File: config.mk
export PLATFORM = sky130hd
export DESIGN_NAME = rst_seq_ctrl
export DESIGN_NICKNAME = d
export VERILOG_FILES = /design/src/rtl/rst_pkg.sv /design/src/rtl/rst_sync_core.sv /design/src/rtl/rst_seq_ctrl.sv
export SDC_FILE = /design/constraint.sdc
export NUM_CORES = 1
export LEC_CHECK = 0
export CORE_UTILIZATION = 25
export DETAILED_ROUTE_END_ITERATION = 10
export GPL_ROUTABILITY_DRIVEN = 0
export GPL_TIMING_DRIVEN = 1
export HOLD_SLACK_MARGIN = 0.05
export PLACE_DENSITY = 0.45
export SETUP_SLACK_MARGIN = 0.1
export SLEW_MARGIN = 30
export SYNTH_ARGS = -nofsm -noshare
export SYNTH_HDL_FRONTEND = slang
export SYNTH_SLANG_ARGS = --single-unit
File: constraint.sdc
create_clock -name CLK -period 4.78 [get_ports CLK]
set_input_delay 1.195 -clock CLK [delete_from_list [all_inputs] [get_ports CLK]]
set_output_delay 1.195 -clock CLK [all_outputs]
set_load 0.05 [all_outputs]
File: src/rtl/rst_pkg.sv
// -----------------------------------------------------------------------------
// rst_pkg
// Shared definitions for the reset-sequencing blocks.
//   - FSM state encodings used by rst_seq_ctrl (and later reset blocks).
//   - max_int helper used to size the shared hold/gap counters.
// No ports (package).
// -----------------------------------------------------------------------------
package rst_pkg;

  localparam int STATE_W = 2;

  localparam logic [STATE_W-1:0] ST_HOLD    = 2'd0;
  localparam logic [STATE_W-1:0] ST_RELEASE = 2'd1;
  localparam logic [STATE_W-1:0] ST_DONE    = 2'd2;

  function automatic int max_int(input int a, input int b);
    return (a > b) ? a : b;
  endfunction

endpackage

File: src/rtl/rst_sync_core.sv
// -----------------------------------------------------------------------------
// rst_sync_core
// Reset synchroniser: asynchronous assertion, synchronous release.
// A chain of NUM_STAGES flops is cleared asynchronously by RST and shifts in
// a 1 on every rising edge once RST is high; the last stage is rst_ok.
// Ports:
//   CLK    in   clock
//   RST    in   asynchronous active-low reset
//   rst_ok out  synchronised "reset released" indication (active-high)
// -----------------------------------------------------------------------------
module rst_sync_core #(
  parameter int NUM_STAGES = 2
) (
  input  logic CLK,
  input  logic RST,
  output logic rst_ok
);

  logic [NUM_STAGES-1:0] sync_q;

  always_ff @(posedge CLK or negedge RST) begin
    if (!RST) begin
      sync_q <= '0;
    end else begin
      sync_q <= {sync_q[NUM_STAGES-2:0], 1'b1};
    end
  end

  assign rst_ok = sync_q[NUM_STAGES-1];

endmodule

File: src/rtl/rst_seq_ctrl.sv
// -----------------------------------------------------------------------------
// rst_seq_ctrl
// Reset sequencer: after the synchronised release of RST (or the end of a
// soft-reset request) all channel resets are held low for HOLD_CYCLES edges,
// then released one at a time, GAP_CYCLES edges apart, in bit order.
// RST_DONE rises on the edge that releases the last channel.
// Ports:
//   CLK         in   clock, all state on the rising edge
//   RST         in   asynchronous active-low reset (synchronous release)
//   SW_RST_REQ  in   synchronous active-high soft-reset request (level)
//   SYNC_RST    out  per-channel active-low resets, NUM_CH bits, registered
//   RST_DONE    out  high once every SYNC_RST bit is released, registered
// -----------------------------------------------------------------------------
module rst_seq_ctrl
  import rst_pkg::*;
#(
  parameter int NUM_STAGES  = 2,
  parameter int NUM_CH      = 4,
  parameter int HOLD_CYCLES = 8,
  parameter int GAP_CYCLES  = 4
) (
  input  logic              CLK,
  input  logic              RST,
  input  logic              SW_RST_REQ,
  output logic [NUM_CH-1:0] SYNC_RST,
  output logic              RST_DONE
);

  localparam int CNT_W = $clog2(max_int(HOLD_CYCLES, GAP_CYCLES)) + 1;
  localparam int IDX_W = (NUM_CH > 1) ? $clog2(NUM_CH) : 1;

  logic rst_ok;

  logic [STATE_W-1:0] state_q,    state_d;
  logic [CNT_W-1:0]   hold_cnt_q, hold_cnt_d;
  logic [CNT_W-1:0]   gap_cnt_q,  gap_cnt_d;
  logic [IDX_W-1:0]   ch_idx_q,   ch_idx_d;
  logic [NUM_CH-1:0]  sync_rst_q, sync_rst_d;
  logic               rst_done_q, rst_done_d;

  rst_sync_core #(
    .NUM_STAGES (NUM_STAGES)
  ) u_sync (
    .CLK    (CLK),
    .RST    (RST),
    .rst_ok (rst_ok)
  );

  always_comb begin
    state_d    = state_q;
    hold_cnt_d = hold_cnt_q;
    gap_cnt_d  = gap_cnt_q;
    ch_idx_d   = ch_idx_q;
    sync_rst_d = sync_rst_q;
    rst_done_d = rst_done_q;

    // Nothing advances until the synchronised release; everything is already
    // in its cleared state while rst_ok is low, so soft requests are moot.
    if (rst_ok) begin
      if (SW_RST_REQ) begin
        state_d    = ST_HOLD;
        hold_cnt_d = '0;
        gap_cnt_d  = '0;
        ch_idx_d   = '0;
        sync_rst_d = '0;
        rst_done_d = 1'b0;
      end else begin
        case (state_q)
          ST_HOLD: begin
            // Channel 0 is released on the edge that completes the hold count.
            if (hold_cnt_q == CNT_W'(HOLD_CYCLES - 1)) begin
              hold_cnt_d    = '0;
              gap_cnt_d     = '0;
              sync_rst_d[0] = 1'b1;
              if (NUM_CH == 1) begin
                state_d    = ST_DONE;
                rst_done_d = 1'b1;
              end else begin
                state_d  = ST_RELEASE;
                ch_idx_d = IDX_W'(1);
              end
            end else begin
              hold_cnt_d = hold_cnt_q + 1'b1;
            end
          end

          ST_RELEASE: begin
            // ch_idx_q names the next channel to release.
            if (gap_cnt_q == CNT_W'(GAP_CYCLES - 1)) begin
              gap_cnt_d  = '0;
              sync_rst_d = sync_rst_q | (NUM_CH'(1) << ch_idx_q);
              if (ch_idx_q == IDX_W'(NUM_CH - 1)) begin
                state_d    = ST_DONE;
                rst_done_d = 1'b1;
              end else begin
                ch_idx_d = ch_idx_q + 1'b1;
              end
            end else begin
              gap_cnt_d = gap_cnt_q + 1'b1;
            end
          end

          ST_DONE: begin
            state_d = ST_DONE;
          end

          default: begin
            state_d    = ST_HOLD;
            hold_cnt_d = '0;
            gap_cnt_d  = '0;
            ch_idx_d   = '0;
            sync_rst_d = '0;
            rst_done_d = 1'b0;
          end
        endcase
      end
    end
  end

  always_ff @(posedge CLK or negedge RST) begin
    if (!RST) begin
      state_q    <= ST_HOLD;
      hold_cnt_q <= '0;
      gap_cnt_q  <= '0;
      ch_idx_q   <= '0;
      sync_rst_q <= '0;
      rst_done_q <= 1'b0;
    end else begin
      state_q    <= state_d;
      hold_cnt_q <= hold_cnt_d;
      gap_cnt_q  <= gap_cnt_d;
      ch_idx_q   <= ch_idx_d;
      sync_rst_q <= sync_rst_d;
      rst_done_q <= rst_done_d;
    end
  end

  assign SYNC_RST = sync_rst_q;
  assign RST_DONE = rst_done_q;

endmodule

==> qor.yml, run 1 <==
rows: 23
dp_slack_ns: 1.60
path_max_fanout: 11
rr_worst_depth: 5
required_ns: 4.93
grt_pass1_wl_um: 3550
slew_violations: 0
yosysUniqueCellTypes: 34
leakagePower_nw: 0.540
core_um2: 4030
outcome: "finished, final reports clean"
start_util: 0.261
post-route-period-util: 0.609
grtUsageTotal: 0.107
rsz0062_at_grt: "false"
n_antenna_cell: 0
wl_per_cell_um: 11.9
cp-endpoint: "ch_idx_q[0]"
path_clk_slew_ns: 0.07
firstDrtPassIters: 4
cp-start-kind: "input pin"
dpl.cell_count: 159
worst_pin_slew_ns: 0.593
htree_levels: 1
clkSinkCount: 19
viasPerCell: 4.71
slew_headroom: 0.603
end_kind: "flip-flop"
async_flop_share: 1.00
nets: 126
final_common_cell: "dfrtp_1"
cts_max_path_buffers: 2
r2r-end: "ch_idx_q[0]"
min_path_type: "flip-flop to flip-flop"
max_cap_violations: 0
peakVddDrop_v: 0.000244
die_w_um: 66.8
synth_area_um2: 1050
crit_type: "input pin to flip-flop"
cts_setup_buffers: 0
setup_viol: 0
syn_area_per_cell_um2: 10.1
ff2ff_setup_slack_ns: 2.77
netlist_instances: 104
die_y_um: 66.8
cts-buffers-inserted: 3
rr_startpoint: "gap_cnt_q[0]"
yosysWarnings: 0
detail-route-antenna-nets: 0
cp-startpoint: "SW_RST_REQ"
area_delta_synth_final_pct: 15.7
finalSetupTns_ns: 0
die-area_um2: 4470
io_pins: 8
seq_area_frac_synth: 0.452
ys_ff_latch: 19
holdBufCountCts: 0
final_cell_mix: "19 x dfrtp_1, 10 x nor2_1, 9 x a21oi_1, 9 x ha_1, 7 x o21ai_0"
crit_arrival_ns: 3.06
synth_ff_type: "dfrtp_1"
io_buffer_count: 7
vias: 768
synth_nets: 116
hold_viol: 0
fin_cells: 163
antenna_found_initial: 0
drive_gt1_frac: 0.0885
synth_edf_count: 0
timing.fmax_mhz: 344
fill_cells: 429
grt_overflow: 0
timing.final.ws_setup_ns: 1.87
hpwl_um: 1520
fin_crit_ns: 2.91
grt_max_degree: 20
tritoncts: "built"
clk_latency_ns: 0.26
holdPathStages: 0
fin_skew_ns: 0.00504
grt_pass1_vias: 824
first_iter_violations: 40
drt_wl_total_um: 1940
cts_root_buf: "clkbuf_8"
drt_drc_violations_left: 0
powerDensity_nw_per_um2: 496
cts_resized: 0
p_total_mw: 0.603
## final cells by class
class / count / area (µm²) / share of cell area
inverters: 6 / 22.5 / 0.0185
flip-flops and latches: 19 / 475 / 0.391
multi-input cells: 77 / 544 / 0.448
well taps: 50 / 62.6 / 0.0514
clock buffers: 3 / 41.3 / 0.0340
repair buffers: 7 / 65.1 / 0.0535
clock inverters: 1 / 5.00 / 0.00412
## flip-flops by register name (all words and copies together), names as in the netlist
signal / cells
ch_idx_q: 2
u_sync.sync_q: 2
state_q: 2
gap_cnt_q: 4
hold_cnt_q: 4
RST_DONE: 1
SYNC_RST: 4
## kinds of logic (layout without fill, tap and decap cells)
family | Yosys count | count (layout) | synth area share
flip-flops | 19 | 19 | 0.452
AO/OA/AOI/OAI | 27 | 27 | 0.173
other | 1 | 1 | 0.00357
multiplexers | 3 | 3 | 0.0333
AND/OR/NAND/NOR | 37 | 37 | 0.201
adder cells (fa/ha/maj) | 9 | 9 | 0.107
buffers and inverters | 8 | 17 | 0.0298
## critical path, stage by stage
cell and delay (ns):
clkdlybuf4s50_1 0.66, and2b_2 0.32, and2_4 0.18, a2111oi_4 0.38, mux2_4 0.33
## worst min-delay path by stage
stage | from | slack, ns | end
2_1_floorplan | u_sync.sync_q[0] | 0.33 | u_sync.sync_q[1]
3_3_place_gp | u_sync.sync_q[0] | 0.34 | u_sync.sync_q[1]
3_5_place_dp | u_sync.sync_q[0] | 0.34 | u_sync.sync_q[1]
4_1_cts | u_sync.sync_q[0] | 0.36 | u_sync.sync_q[1]
5_1_grt | u_sync.sync_q[0] | 0.36 | u_sync.sync_q[1]
6_report | u_sync.sync_q[0] | 0.35 | u_sync.sync_q[1]
## where the power goes
part	internal [mW]	switching (mW)	leakage, nW	total (mW)
sequential	0.200	0.0337	0.253	0.234
combinational	0.101	0.155	0.261	0.256
clock	0.0580	0.0553	0.0255	0.113
## Yosys cell counts, drive strengths merged, types with 2 or more instances
cell,instances,area share
mux2i,2,0.019
o31ai,2,0.014
o21ai,7,0.033
dfrtp,19,0.45
nand2b,5,0.030
o41ai,2,0.017
a21oi,9,0.043
o22ai,3,0.018
and2,2,0.014
nand3,3,0.014
inv,6,0.021
nor2,10,0.036
ha,9,0.11
nand2,6,0.021
## layer usage
| metal | wire, µm | global-route usage |
|---|---|---|
| met1 | 967 | 0.130 |
| met2 | 916 | 0.176 |
| met3 | 58 | 0.0411 |
| met4 | 0 | 0.0239 |
| met5 | 0 | 0 |
## through the flow
stage	cell area [µm²]	hold WS, ns	utilization
2_1_floorplan	1050	0.331	-
3_3_place_gp	1170	0.337	0.292
3_5_place_dp	1170	0.340	0.292
4_1_cts	1220	0.358	0.303
5_1_grt	1220	0.359	0.302
6_report	1220	0.354	0.302
Power figures use the tool's default switching activity.
==> inputs of run 2 (changes only) <==
- PLACE_DENSITY: 0.45 -> 0.46
- clock period: 4.78 -> 2.4 ns (I/O delays scaled with it)
==> qor.yml, run 2 (synthesized netlist as in run 1, its figures left out) <==
hpwl_um: 1520  # +0.22%
clkSinkCount: 19  # unchanged
required_ns: 2.54  # -2.39 ns
grt_pass1_vias: 754  # -8.5%
die-area_um2: 4470  # unchanged
area_delta_synth_final_pct: 18.3
final_cell_mix: "19 x dfrtp_1, 10 x nor2_1, 9 x a21oi_1, 9 x ha_1"
detail-route-antenna-nets: 0  # unchanged
grt_max_degree: 20  # unchanged
first_iter_violations: 23  # -43%
vias: 792  # +3.1%
slowest_stage: "clkdlybuf4s50_1"
grtUsageTotal: 0.106  # -0.000322
hold_viol: 0  # unchanged
rows: 23  # unchanged
slew_violations: 0  # unchanged
clk_latency_ns: 0.26  # about the same
wl_per_cell_um: 12.6  # +5.5%
cts_setup_buffers: 0  # unchanged
slew_headroom: 0.638  # +0.0354
setup_viol: 0  # unchanged
n_antenna_cell: 0  # unchanged
powerDensity_nw_per_um2: 979  # +97%
max_stage_delay_ns: 0.47  # -0.19 ns
crit_arrival_ns: 2.18  # -0.88 ns
crit_type: "input pin to flip-flop"
peakVddDrop_v: 0.000488  # +100%
timing.fmax_mhz: 491
path_clk_slew_ns: 0.08  # about the same
fin_skew_ns: 0.00218  # -0.00287 ns
viasPerCell: 4.77  # +1.3%
drt_wl_total_um: 2090  # +7.4%
leakagePower_nw: 0.555  # +2.8%
die_y_um: 66.8  # unchanged
worst_pin_slew_ns: 0.540  # -0.0528 ns
nets: 129  # +2.4%
outcome: "finished, final reports clean"
max_cap_violations: 0  # unchanged
tritoncts: "built"
cp-start-kind: "input pin"
cts-buffers-inserted: 3  # unchanged
htree_levels: 1  # unchanged
final_common_cell: "dfrtp_1"
cts_max_path_buffers: 2  # unchanged
core_um2: 4030  # unchanged
finalSetupTns_ns: 0  # unchanged
start_util: 0.261  # unchanged
path_max_fanout: 5  # -6
cp_cell_sequence: "clkdlybuf4s50_1, and2b_2, buf_4, a2111oi_4, mux2_4"
io_buffer_count: 7  # unchanged
min_path_type: "flip-flop to flip-flop"
cts_resized: 0  # unchanged
die_w_um: 66.8  # unchanged
holdBufCountCts: 0  # unchanged
rsz0062_at_grt: "false"
post-route-period-util: 0.849
cts_root_buf: "clkbuf_8"
fin_crit_ns: 2.04
antenna_found_initial: 0  # unchanged
drt_drc_violations_left: 0  # unchanged
path_buf_inv: 2  # +1
io_pins: 8  # unchanged
firstDrtPassIters: 4  # unchanged
cp_top_family: "buffers and inverters"
drive_gt1_frac: 0.103  # +0.0150
finish.utilization: 0.309  # +0.00683
end_kind: "flip-flop"
grt_overflow: 0  # unchanged
grt_pass1_wl_um: 3480  # -1.9%
## run 2: changes by cell type in the layout (fill, tap and decap cells not counted)
cell / change
buf_4: +3
buf_2: -1
clkdlybuf4s50_1: +1
## run 2: worst paths after layout
path                                       start          endpoint  slack [ns]  depth (start not counted)
worst max-delay path                  SW_RST_REQ       ch_idx_q[0]        0.36                          5
worst min-delay path            u_sync.sync_q[0]  u_sync.sync_q[1]        0.36                          0
worst max register to register      gap_cnt_q[0]       ch_idx_q[0]        0.42                          5
worst min register to register  u_sync.sync_q[0]  u_sync.sync_q[1]        0.36                          0
max in group asynchronous                    RST       SYNC_RST[0]        1.53                          2
min in group asynchronous                    RST  u_sync.sync_q[0]        0.67                          2
## run 2: area by class of cell
cell class                 instances  area [µm²]
timing repair buffer              10        92.6
multi-input combinational         77         544
clock inverter                     1        5.00
fill                             426        2790
inverter                           6        22.5
sequential                        19         475
tap                               50        62.6
clock buffer                       3        41.3
## run 2: worst reg2reg max path, cell delays in order, from the launching register on
cell and delay (ns):
dfrtp_1 0.40, ha_1 0.20, or3b_1 0.37, and2_4 0.20
a2111oi_4 0.36, mux2_4 0.33
## run 2: metrics by stage
step	hold slack (ns)	instance area (µm²)	cells	setup WS [ns]	power, mW
after floorplan	0.304	1050	104	0.533	0.845
after global placement	0.333	1200	162	0.0876	0.989
after detailed placement	0.346	1200	162	0.0923	0.992
after CTS	0.365	1240	166	0.361	1.23
after global routing	0.368	1240	166	0.320	1.31
final	0.358	1240	166	0.363	1.22
## run 2: where the power goes
part	switching (mW)	internal, mW
Combinational	0.313	0.208
Clock	0.112	0.115
Sequential	0.0695	0.398
Total	0.495	0.722
## run 2: per-layer routing
metal  track usage  share of wire  vias up
met2         0.183           0.50       13
li1              -              -      391
met1         0.124           0.45      386
met3        0.0394          0.037        2
met5             0              0        -
met4        0.0239         0.0091        0
==> inputs of run 3 (changes only) <==
- PLACE_DENSITY: 0.46 -> 0.45
- clock period: 2.4 -> 2 ns (I/O delays scaled with it)
==> qor.yml, run 3 (synthesized netlist as in run 1, its figures left out) <==
outcome: "finished, final reports clean"
final_cell_mix: "19 x dfrtp_1, 17 x buf_4, 10 x nor2_1, 9 x a21oi_1, 9 x ha_1"
finalSetupTns_ns: 0  # unchanged
timing.final.ws_setup_ns: 0.156  # -0.208 ns
wl_per_cell_um: 12.0  # -4.4%
powerDensity_nw_per_um2: 1150  # +17%
required_ns: 2.17  # -0.37 ns
holdBufCountCts: 0  # unchanged
cts_root_buf: "clkbuf_8"
detail-route-antenna-nets: 0  # unchanged
io_buffer_count: 7  # unchanged
first_iter_violations: 38  # +65%
min_path_type: "flip-flop to flip-flop"
die_y_um: 66.8  # unchanged
post-route-period-util: 0.922
io_pins: 8  # unchanged
cts-buffers-inserted: 3  # unchanged
tritoncts: "built"
fin_skew_ns: 0.00270  # +0.000527 ns
worst_hold_slack_ns: 0.363  # +0.00520 ns
drt_drc_violations_left: 0  # unchanged
grt_pass1_wl_um: 3540  # +1.8%
end_kind: "flip-flop"
slew_violations: 0  # unchanged
regArea_um2: 475  # unchanged
drt_wl_total_um: 2150  # +3.1%
path_max_fanout: 3  # -2
core_um2: 4030  # unchanged
crit_arrival_ns: 2.02  # -0.16 ns
hpwl_um: 1650  # +8.7%
viasPerCell: 4.73  # -0.82%
leakagePower_nw: 0.643  # +16%
die-area_um2: 4470  # unchanged
htree_levels: 1  # unchanged
vias: 847  # +6.9%
start_util: 0.261  # unchanged
finish.utilization: 0.336  # +0.0270
fin_crit_ns: 1.84
fill_cells: 426  # unchanged
hold_viol: 0  # unchanged
clkSinkCount: 19  # unchanged
area_delta_synth_final_pct: 28.7
worst_pin_slew_ns: 0.567  # +0.0264 ns
die_w_um: 66.8  # unchanged
timing.fmax_mhz: 542
cts_max_path_buffers: 2  # unchanged
placed_area_um2: 1280  # +6.7%
final_common_cell: "dfrtp_1"
rsz0062_at_grt: "true"
multiInputGateArea_um2: 552  # +1.4%
grtUsageTotal: 0.108  # +0.00140
dp_slack_ns: -0.225  # -0.318 ns
final_area_um2: 1350  # +8.8%
cp-start-kind: "flip-flop"
clk_latency_ns: 0.25  # about the same
grt_pass1_vias: 790  # +4.8%
peakVddDrop_v: 0.000601  # +23%
crit_type: "flip-flop to flip-flop"
firstDrtPassIters: 5  # +1
grt_overflow: 0  # unchanged
drive_gt1_frac: 0.217  # +0.114
grt_max_degree: 20  # unchanged
n_antenna_cell: 0  # unchanged
slew_headroom: 0.621  # -0.0177
rows: 23  # unchanged
path_clk_slew_ns: 0.07  # about the same
max_cap_violations: 0  # unchanged
nets: 142  # +10%
setup_viol: 0  # unchanged
antenna_found_initial: 0  # unchanged
run 3: cell type report:
| class | count | area share |
|---|---|---|
| clock buffers | 4 | 0.0333 |
| flip-flops and latches | 19 | 0.352 |
| repair buffers | 23 | 0.144 |
| inverters | 6 | 0.0167 |
| multi-input cells | 77 | 0.408 |
| well taps | 50 | 0.0463 |
run 3: worst paths after layout:
kind	startpoint	end	slack (ns)	depth (start not counted)
max in group asynchronous	RST	RST_DONE	1.22	2
max reg2reg	gap_cnt_q[0]	ch_idx_q[1]	0.16	6
min reg2reg	u_sync.sync_q[0]	u_sync.sync_q[1]	0.36	0
max	gap_cnt_q[0]	ch_idx_q[1]	0.16	6
min	u_sync.sync_q[0]	u_sync.sync_q[1]	0.36	0
min in group asynchronous	RST	hold_cnt_q[1]	0.57	2
run 3: routing by layer:
metal | vias to the layer above | wire, µm | track usage
met3 | 2 | 51 | 0.0411
met1 | 417 | 964 | 0.122
met5 | - | 0 | 0
met4 | 0 | 3 | 0.0266
met2 | 10 | 1130 | 0.188
li1 | 418 | - | -
run 3: stage by stage:
stage	power [mW]	instances
floorplan	1.01	104
global placement	1.25	172
detailed placement	1.27	172
CTS	1.56	177
global route	1.67	179
finish	1.55	179
run 3: what timing repair did:
action / 4_1_cts / 5_1_grt
resized for setup: 5 / 0
pin swaps: 1 / 1
buffers inserted: 1 / 2
endpoints found under the hold margin: 0 / 0
setup endpoints to repair: 3 / 3
run 3: critical path, cell delays in order (launching register included):
cell,delay [ns]
dfrtp_1,0.37
ha_1,0.16
or3b_1,0.39
and2_4,0.20
buf_4,0.14
or3_1,0.38
o22ai_1,0.13
run 3: where the power goes:
| part | internal [mW] | total (mW) | switching, mW |
|---|---|---|---|
| logic | 0.327 | 0.725 | 0.399 |
| registers | 0.479 | 0.559 | 0.0801 |
| clock network | 0.142 | 0.267 | 0.125 |
